## src/rtl/mrv1_wb_arb.sv

```systemverilog
// mrv1_wb_arb -- writeback arbiter for the single write port of the
// multithreaded register file.
//
// ALU results arrive unbuffered and are held by the producer until granted.
// LSU load results are queued in a small FIFO. At most one result is granted
// per cycle. The granted result is registered onto the rd_* outputs one cycle
// later, together with a wb_done_o pulse used for scoreboard release. Results
// to x0 retire (wb_done_o=1) but never assert rd_w_en_o.
//
// Optional feature: define MRV1_WB_FWD_EN to add the write-port forwarding
// compare outputs (rs0_fwd_o / rs1_fwd_o / fwd_data_o).
//
// Ports
//   clk_i                      clock
//   rst_i                      synchronous reset, active low
//   alu_valid_i/ready_o        ALU handshake (ready = granted this cycle)
//   alu_twid_i/rd_addr_i/data_i ALU result, thread id, destination
//   lsu_valid_i/ready_o        LSU handshake (ready = FIFO not full)
//   lsu_twid_i/rd_addr_i/data_i LSU load result, thread id, destination
//   rd_w_en_o                  RF write enable (registered)
//   rd_twid_o/addr_o/data_o    RF write thread id, address, data
//   wb_done_o                  result retired this cycle (includes x0)
//   rs_twid_i, rs0/rs1_addr_i  [MRV1_WB_FWD_EN] operand read thread/addresses
//   rs0/rs1_fwd_o, fwd_data_o  [MRV1_WB_FWD_EN] forwarding hit flags and data
module mrv1_wb_arb #(
    parameter int DATA_WIDTH_P     = 32,
    parameter int NUM_TW_P         = 8,
    parameter int rf_addr_width_p  = 5,
    parameter int LSU_FIFO_DEPTH_P = 4,
    localparam int twid_width_lp   = $clog2(NUM_TW_P)
) (
    input  logic                       clk_i,
    input  logic                       rst_i,
    input  logic                       alu_valid_i,
    output logic                       alu_ready_o,
    input  logic [twid_width_lp-1:0]   alu_twid_i,
    input  logic [rf_addr_width_p-1:0] alu_rd_addr_i,
    input  logic [DATA_WIDTH_P-1:0]    alu_data_i,
    input  logic                       lsu_valid_i,
    output logic                       lsu_ready_o,
    input  logic [twid_width_lp-1:0]   lsu_twid_i,
    input  logic [rf_addr_width_p-1:0] lsu_rd_addr_i,
    input  logic [DATA_WIDTH_P-1:0]    lsu_data_i,
`ifdef MRV1_WB_FWD_EN
    input  logic [twid_width_lp-1:0]   rs_twid_i,
    input  logic [rf_addr_width_p-1:0] rs0_addr_i,
    input  logic [rf_addr_width_p-1:0] rs1_addr_i,
    output logic                       rs0_fwd_o,
    output logic                       rs1_fwd_o,
    output logic [DATA_WIDTH_P-1:0]    fwd_data_o,
`endif
    output logic                       rd_w_en_o,
    output logic [twid_width_lp-1:0]   rd_twid_o,
    output logic [rf_addr_width_p-1:0] rd_addr_o,
    output logic [DATA_WIDTH_P-1:0]    rd_data_o,
    output logic                       wb_done_o
);

    localparam int ptr_w_lp = $clog2(LSU_FIFO_DEPTH_P);
    localparam int cnt_w_lp = $clog2(LSU_FIFO_DEPTH_P + 1);
    localparam logic [cnt_w_lp-1:0] depth_lp = cnt_w_lp'(LSU_FIFO_DEPTH_P);

    logic [twid_width_lp-1:0]   fifo_twid_q [LSU_FIFO_DEPTH_P];
    logic [rf_addr_width_p-1:0] fifo_addr_q [LSU_FIFO_DEPTH_P];
    logic [DATA_WIDTH_P-1:0]    fifo_data_q [LSU_FIFO_DEPTH_P];

    logic [ptr_w_lp-1:0] wr_ptr_q, rd_ptr_q;
    logic [cnt_w_lp-1:0] count_q;
    logic                rr_q;   // 0: ALU wins the next tie, 1: LSU wins

    logic lsu_req, fifo_full, tie;
    logic alu_gnt, lsu_gnt, any_gnt;
    logic push, pop;

    logic [twid_width_lp-1:0]   sel_twid;
    logic [rf_addr_width_p-1:0] sel_addr;
    logic [DATA_WIDTH_P-1:0]    sel_data;

    logic                       rd_w_en_q, wb_done_q;
    logic [twid_width_lp-1:0]   rd_twid_q;
    logic [rf_addr_width_p-1:0] rd_addr_q;
    logic [DATA_WIDTH_P-1:0]    rd_data_q;

    // Grant: a full FIFO always beats the ALU so loads never stall the LSU;
    // otherwise ties alternate.
    always_comb begin
        lsu_req   = (count_q != '0);
        fifo_full = (count_q == depth_lp);
        tie       = alu_valid_i & lsu_req;
        alu_gnt   = alu_valid_i & (~lsu_req | (~fifo_full & ~rr_q));
        lsu_gnt   = lsu_req & ~alu_gnt;
        any_gnt   = alu_gnt | lsu_gnt;
        push      = lsu_valid_i & ~fifo_full;
        pop       = lsu_gnt;

        sel_twid = alu_twid_i;
        sel_addr = alu_rd_addr_i;
        sel_data = alu_data_i;
        if (lsu_gnt) begin
            sel_twid = fifo_twid_q[rd_ptr_q];
            sel_addr = fifo_addr_q[rd_ptr_q];
            sel_data = fifo_data_q[rd_ptr_q];
        end
    end

    assign alu_ready_o = alu_gnt;
    assign lsu_ready_o = ~fifo_full;

    // FIFO storage carries no reset; validity is tracked by count_q alone.
    always_ff @(posedge clk_i) begin
        if (push) begin
            fifo_twid_q[wr_ptr_q] <= lsu_twid_i;
            fifo_addr_q[wr_ptr_q] <= lsu_rd_addr_i;
            fifo_data_q[wr_ptr_q] <= lsu_data_i;
        end
    end

    always_ff @(posedge clk_i) begin
        if (!rst_i) begin
            wr_ptr_q <= '0;
            rd_ptr_q <= '0;
            count_q  <= '0;
            rr_q     <= 1'b0;
        end else begin
            // Depth is a power of two, so pointers wrap naturally.
            if (push) wr_ptr_q <= wr_ptr_q + ptr_w_lp'(1);
            if (pop)  rd_ptr_q <= rd_ptr_q + ptr_w_lp'(1);
            case ({push, pop})
                2'b10:   count_q <= count_q + cnt_w_lp'(1);
                2'b01:   count_q <= count_q - cnt_w_lp'(1);
                default: count_q <= count_q;
            endcase
            if (tie) rr_q <= alu_gnt;
        end
    end

    always_ff @(posedge clk_i) begin
        if (!rst_i) begin
            rd_w_en_q <= 1'b0;
            wb_done_q <= 1'b0;
            rd_twid_q <= '0;
            rd_addr_q <= '0;
            rd_data_q <= '0;
        end else begin
            wb_done_q <= any_gnt;
            rd_w_en_q <= any_gnt & (sel_addr != '0);
            if (any_gnt) begin
                rd_twid_q <= sel_twid;
                rd_addr_q <= sel_addr;
                rd_data_q <= sel_data;
            end
        end
    end

    assign rd_w_en_o = rd_w_en_q;
    assign wb_done_o = wb_done_q;
    assign rd_twid_o = rd_twid_q;
    assign rd_addr_o = rd_addr_q;
    assign rd_data_o = rd_data_q;

`ifdef MRV1_WB_FWD_EN
    assign rs0_fwd_o  = rd_w_en_q & (rd_twid_q == rs_twid_i) & (rd_addr_q == rs0_addr_i);
    assign rs1_fwd_o  = rd_w_en_q & (rd_twid_q == rs_twid_i) & (rd_addr_q == rs1_addr_i);
    assign fwd_data_o = rd_data_q;
`endif

endmodule

```

## config.mk

```make
export PLATFORM = sky130hd
export DESIGN_NAME = mrv1_wb_arb
export DESIGN_NICKNAME = d
export VERILOG_FILES = /design/src/rtl/mrv1_wb_arb.sv
export SDC_FILE = /design/constraint.sdc
export NUM_CORES = 1
export LEC_CHECK = 0
export CAP_MARGIN = 10
export CORE_MARGIN = 3
export CORE_UTILIZATION = 48
export CTS_CLUSTER_DIAMETER = 120
export CTS_CLUSTER_SIZE = 24
export DETAILED_ROUTE_END_ITERATION = 12
export MAX_ROUTING_LAYER = met4
export PLACE_DENSITY_LB_ADDON = 0.12
export SLEW_MARGIN = 20
export SYNTH_ARGS = -nofsm -noshare
export SYNTH_HDL_FRONTEND = slang
export SYNTH_SLANG_ARGS = --single-unit
```

## constraint.sdc

```tcl
create_clock -name clk_i -period 3.1 [get_ports clk_i]
set_input_delay 0.775 -clock clk_i [delete_from_list [all_inputs] [get_ports clk_i]]
set_output_delay 0.775 -clock clk_i [all_outputs]
set_load 0.005 [all_outputs]
```

# Word-level counts from Yosys, hierarchy flattened
# Memory sizes are Yosys's and may differ from the RTL's. A register that Yosys moved wholly into a read port is not among the register bits.
# Index checks and enable logic that the tools add are counted.
# totals
register_bits	50
ram_bits	160
output_inout_bits	44
word_cells	46
mem_count	3
# classes
addsub	4
eq_ne	3
mux	12
n_bitwise	12
reduce_logical	3
# memory_table
name	words	width	rd	rd_clocked_by_memory_dff	write_ports	line	text
fifo_data_q	4	32	1	1	1	65	logic [DATA_WIDTH_P-1:0] fifo_data_q [LSU_FIFO_DEPTH_P];
fifo_addr_q	4	5	1	1	1	64	logic [rf_addr_width_p-1:0] fifo_addr_q [LSU_FIFO_DEPTH_P];
fifo_twid_q	4	3	1	1	1	63	logic [twid_width_lp-1:0] fifo_twid_q [LSU_FIFO_DEPTH_P];
# op_table
cell	n
$mux 32	1
$mux 2	6
$and 1x1->1	6
$pmux 3 s2	1
$mux 5	1
$reduce_bool 5->1	1
$add 2x1->2 const B	2
$not 1->1	4
$add 3x1->3 const B	1
$eq 3x3->1 const B	1
$mux 3	1
$reduce_bool 3->1	1
$sub 3x1->3 const B	1
$eq 2x1->1 const B	1
$eq 2x2->1 const B	1
$mux 1	2
$or 1x1->1	2
$reduce_bool 2->1	1

# Longest topological paths before layout
# depth
word_depth	10
ltp_mapped	11
mapped_depth_nobuf	9

# Worst setup path after synthesis
# OpenSTA, ideal clock, no wires.
# synth_path
path_kind	input port to flip-flop
startpoint	input port alu_valid_i
endpoint	register count_q[2]
setup_time_ns	0.076
arrival_time_ns	2.496
required_ns	3.024
slack_ns	0.528
cell_stages	11
path_buffers	2
cell_sequence	o21ai_0 -> o21bai_1 -> buf_4 -> buf_4 -> inv_1 -> ha_1 -> inv_1 -> fa_1 -> xor2_1 -> or3_1 -> a21boi_0
# synth_via
elab_chain_len	5
elab_cells_between_ends	7
classes_between	eq/ne: 2; mux: 1; bitwise: 3; reduce/logical: 1
# synth_rtl
element	line	text
start: declaration	34	input logic alu_valid_i,
$and 1x1->1 (*)	90	alu_gnt = alu_valid_i & (~lsu_req | (~fifo_full & ~rr_q));
$not 1->1 (*)	91	lsu_gnt = lsu_req & ~alu_gnt;
$and 1x1->1 (*)	91	
$eq 2x1->1 / $eq 2x2->1 (equally long branches)	128	case ({push, pop})
$pmux 3 s2 / $reduce_bool 2->1 (equally long branches)	-	
end signal: assignment	129	2'b10: count_q <= count_q + cnt_w_lp'(1);
end signal: assignment	130	2'b01: count_q <= count_q - cnt_w_lp'(1);
end signal: assignment	131	default: count_q <= count_q;
end: declaration	68	logic [cnt_w_lp-1:0] count_q;
# Mark *: on every way between the ends. The rest lies on a longest branch, timed or not.
# A chain may end at the register's enable or synchronous reset.

# Final worst setup path
# layout_path
startpoint	input port alu_valid_i
endpoint	output port alu_ready_o
# layout_via
elab_chain_len	1
# layout_rtl
element	line	text
$and 1x1->1	90	
end: declaration	35	output logic alu_ready_o,
# No other way between the ends.

==> out/qor.csv <==
stage,metric,value,unit
pwr,Logic pwr share,33.6,%
cells_and_area,Ant. Diodes,0,
synth,Post-synth ARST share,0,%
pwr,Net Sw Frac,28.3,%
clocking,Max clock buf depth,3,
setup_path,CP required,2320,ps
global_routing,gr usage total,17.2,%
placement,PortBufs,127,
synth,sequential area share after synthesis,71.1,%
synth,Synth Cell Area,8220,sq um
placement,Final HPWL DP,9700,microns
sta,RSZ-0062 raised after global routing,no,
pwr,Power Density,822,nW/um^2
setup_path,CP Buf/Inv Count,2,
sta,setup violators final,0,
sta,clk_skew,18.0,ps
setup_path,worst path cell trace,"clkdlybuf4s50_1, and3_1, clkdlybuf4s50_1",
sta,crit share post-route,87.0,%
die,total core area,16600,sq um
outcome,status,completed,
setup_path,delay of the slowest cell on the worst path,500,ps
clocking,Clock Latency Late Sink,460,ps
clocking,CTS Root Cell,clkbuf_16,
route,DRC Markers,0,
setup_path,Crit Path Class,primary input to output pin,
pwr,cell-internal power,5.99,mW
clocking,CTS sink cnt,212,
synth,syn_area_per_cell,18.1,sq um
setup_path,family with the most delay on the worst path,buffers and inverters,
synth,Synth Register Bits,212,
clocking,TritonCTS buffer count,12,
pwr,P_leak,3.85,nW
sta,final hold violation count,0,
synth,syn_nets,544,
route,Via density,5.35,
clocking,CTS H-tree depth,1,
clocking,Post-CTS Setup Bufs,0,
synth,Yosys warning total,0,
die,die area,18700,sq um
route,First-pass DRT Iterations,5,
pwr,register share of total power,46.5,%
clocking,PostCTS Resize Cnt,0,
sta,Fmax achieved,0.371,GHz
cells_and_area,nets@finish,670,
global_routing,vias in the first global route,4377,
synth,Most used DFF post-synth,edfxtp_1,
global_routing,initial antenna violation count,0,
sta,actual slew at the worst max-slew pin,649,ps
sta,Rel. slew slack,56.7,%
sta,Max Slew Vio Count,0,
setup_path,Worst Setup SP,alu_valid_i,
setup_path,Crit. path cell count,3,
synth,number of synthesized flops with an enable pin,160,
clocking,clock slew seen by the registers of the worst setup and hold paths,90,ps
setup_path,most frequent CP cell,clkdlybuf4s50_1,
setup_path,nature of the critical path endpoint,output pin,
pwr,clock share of power,19.9,%
clocking,"Hold-fix buffers, CTS",0,
worst_hold_path,Hold Path Class,flop to flop,
global_routing,largest net degree at the start of global routing,43,
cells_and_area,fraction of final layout cells sized beyond drive strength 1,12.8,%
global_routing,first-pass GRT wire length,23900,microns
setup_path,FF-to-FF Start,count_q[0]$_SDFFE_PN0P_,
sta,Sum Neg Setup Slack,0,ps
setup_path,R2R depth,9,
global_routing,gr ovfl total,0,
pwr,P_sw,2.37,mW
cells_and_area,area grow syn2layout,23.7,%
cells_and_area,Filler Cell Count,1214,
route,Vias,4309,
clocking,CTS tree,yes,
flow_run,MaxCap Viol Count,0,
die,Top-Level Pins,128,
die,Initial Util,49.4,%
sta,Min Hold Slack,491,ps
sta,Tmin final,2700,ps
setup_path,crit path to,alu_ready_o,
pwr,Peak VDD IR,0.000624,V
setup_path,"Slowest-stage cell, CP",clkdlybuf4s50_1,
synth,Syn Inst Count,454,
die,chip width,137,microns
die,height of the chip,137,microns
cells_and_area,Post-Route Utilization,61.1,%
setup_path,CP max FO,4,
setup_path,Reg-to-Reg End,count_q[2]$_SDFFE_PN0P_,
route,final wirelength,15500,microns
route,Wirelength per Cell,19.2,microns
die,site row count,47,
setup_path,Startpoint Class,primary input,
setup_path,WP data arrival,1920,ps
setup_path,R2R setup slack,830,ps
synth,count of cell types in the netlist,27,
route,Iter 0 DRT Violations,210,
placement,RD Place Congestion,0.720,
route,Final ANT Viol Nets,0,
[synthesized netlist by cell type, types with 2 or more instances]
| master | n | area share [%] |
|---|---|---|
| o21ai_0 | 4 | 0.24 |
| mux2i_1 | 40 | 4.9 |
| inv_1 | 7 | 0.32 |
| and2_1 | 4 | 0.30 |
| buf_4 | 5 | 0.46 |
| dfxtp_1 | 52 | 13 |
| and3_1 | 5 | 0.38 |
| buf_6 | 4 | 0.55 |
| nand2_1 | 49 | 2.2 |
| xnor2_1 | 3 | 0.32 |
| o211a_1 | 41 | 5.0 |
| nor2_1 | 3 | 0.14 |
| ha_1 | 5 | 0.76 |
| edfxtp_1 | 160 | 58 |
| a21boi_0 | 4 | 0.37 |
| clkbuf_1 | 17 | 0.78 |
| mux4_2 | 40 | 11 |
| nand3_1 | 2 | 0.12 |
[power by group through the flow]
stage               Clock, mW  Combinational (mW)  Sequential [mW]
finish                   1.66                2.81             3.88
global route             1.83                3.05             3.96
CTS                      1.73                2.86             3.90
detailed placement          0                2.84             3.97
global placement            0                2.79             3.94
floorplan                   0                1.94             3.82
[registers in the layout (all words and copies together), names as in the netlist, 2 cells and up, named ones only]
register / cells
rd_ptr_q: 2
wr_ptr_q: 2
fifo_data_q: 128
rd_data_o: 32
fifo_addr_q: 20
rd_addr_o: 5
count_q: 3
fifo_twid_q: 12
rd_twid_o: 3
[layout make-up]
cell class | instances | area, sq um | share of cell area, %
inverter | 7 | 26.3 | 0.258
clock buffer | 20 | 373 | 3.67
sequential | 212 | 5850 | 57.5
timing repair buffer | 139 | 1440 | 14.2
tap | 220 | 275 | 2.71
multi-input combinational | 208 | 2200 | 21.6
[layer usage]
| layer | up-vias | global-route usage [%] | share of wire [%] |
|---|---|---|---|
| met1 | 2175 | 23.0 | 43 |
| met3 | 8 | 2.98 | 5.0 |
| met4 | 0 | 2.77 | 0.96 |
| met5 | - | - | 0 |
| met2 | 102 | 28.6 | 51 |
| li1 | 2024 | - | - |
[worst register-to-register path, stage by stage, from the launching register on]
cell	delay [ps]
dfxtp_1	370
nor2_1	190
nand2_1	210
nand2_1	200
ha_1	200
inv_1	60
fa_1	370
xor2_1	160
or3_1	290
a21boi_0	160
[per-stage QoR]
step	setup slack [ps]	area, sq um	instances	power, mW
floorplan	528	8220	454	5.76
global placement	254	9790	786	6.73
detailed placement	177	9790	786	6.81
CTS	401	10200	806	8.49
global route	292	10200	806	8.84
finish	405	10200	806	8.36
[how the worst min path moves through the flow]
stage / from / end / depth (start not counted)
final: rd_ptr_q[0]$_SDFFE_PN0N_ / rd_ptr_q[0]$_SDFFE_PN0N_ / 2
after global placement: rd_ptr_q[0]$_SDFFE_PN0N_ / flop / 2
after floorplan: rd_ptr_q[0]$_SDFFE_PN0N_ / flop / 2
after detailed placement: rd_ptr_q[0]$_SDFFE_PN0N_ / rd_ptr_q[0]$_SDFFE_PN0N_ / 2
after global routing: rd_data_o[27]$_SDFFE_PN0P_ / rd_data_o[27]$_SDFFE_PN0P_ / 1
after CTS: rd_ptr_q[0]$_SDFFE_PN0N_ / rd_ptr_q[0]$_SDFFE_PN0N_ / 2
[cell usage in the layout (no fill, tap or decap), types with 4 or more instances in the layout]
master	netlist	routed
dfxtp_1	52	50
mux2i_1	40	40
mux4_2	40	40
inv_1	7	7
clkbuf_16	0	14
edfxtp_1	160	160
clkdlybuf4s50_1	0	126
a21boi_0	4	4
buf_12	1	7
and2_1	4	4
and3_2	0	4
buf_4	5	5
o211a_1	41	41
o21ai_0	4	4
clkbuf_1	17	6
nand2_1	49	48
ha_1	5	5
[kinds of logic after synthesis]
group	Yosys count	synth area share (%)
buffers and inverters	34	2.34
xor gates and xnor gates	4	0.426
DFF	212	71.1
adders and majority gates	6	1.00
AOI/OAI and AO/OA	51	5.79
and+or+nand+nor	67	3.47
muxes	80	15.8
No activity file was read; power rests on OpenSTA's default activity.
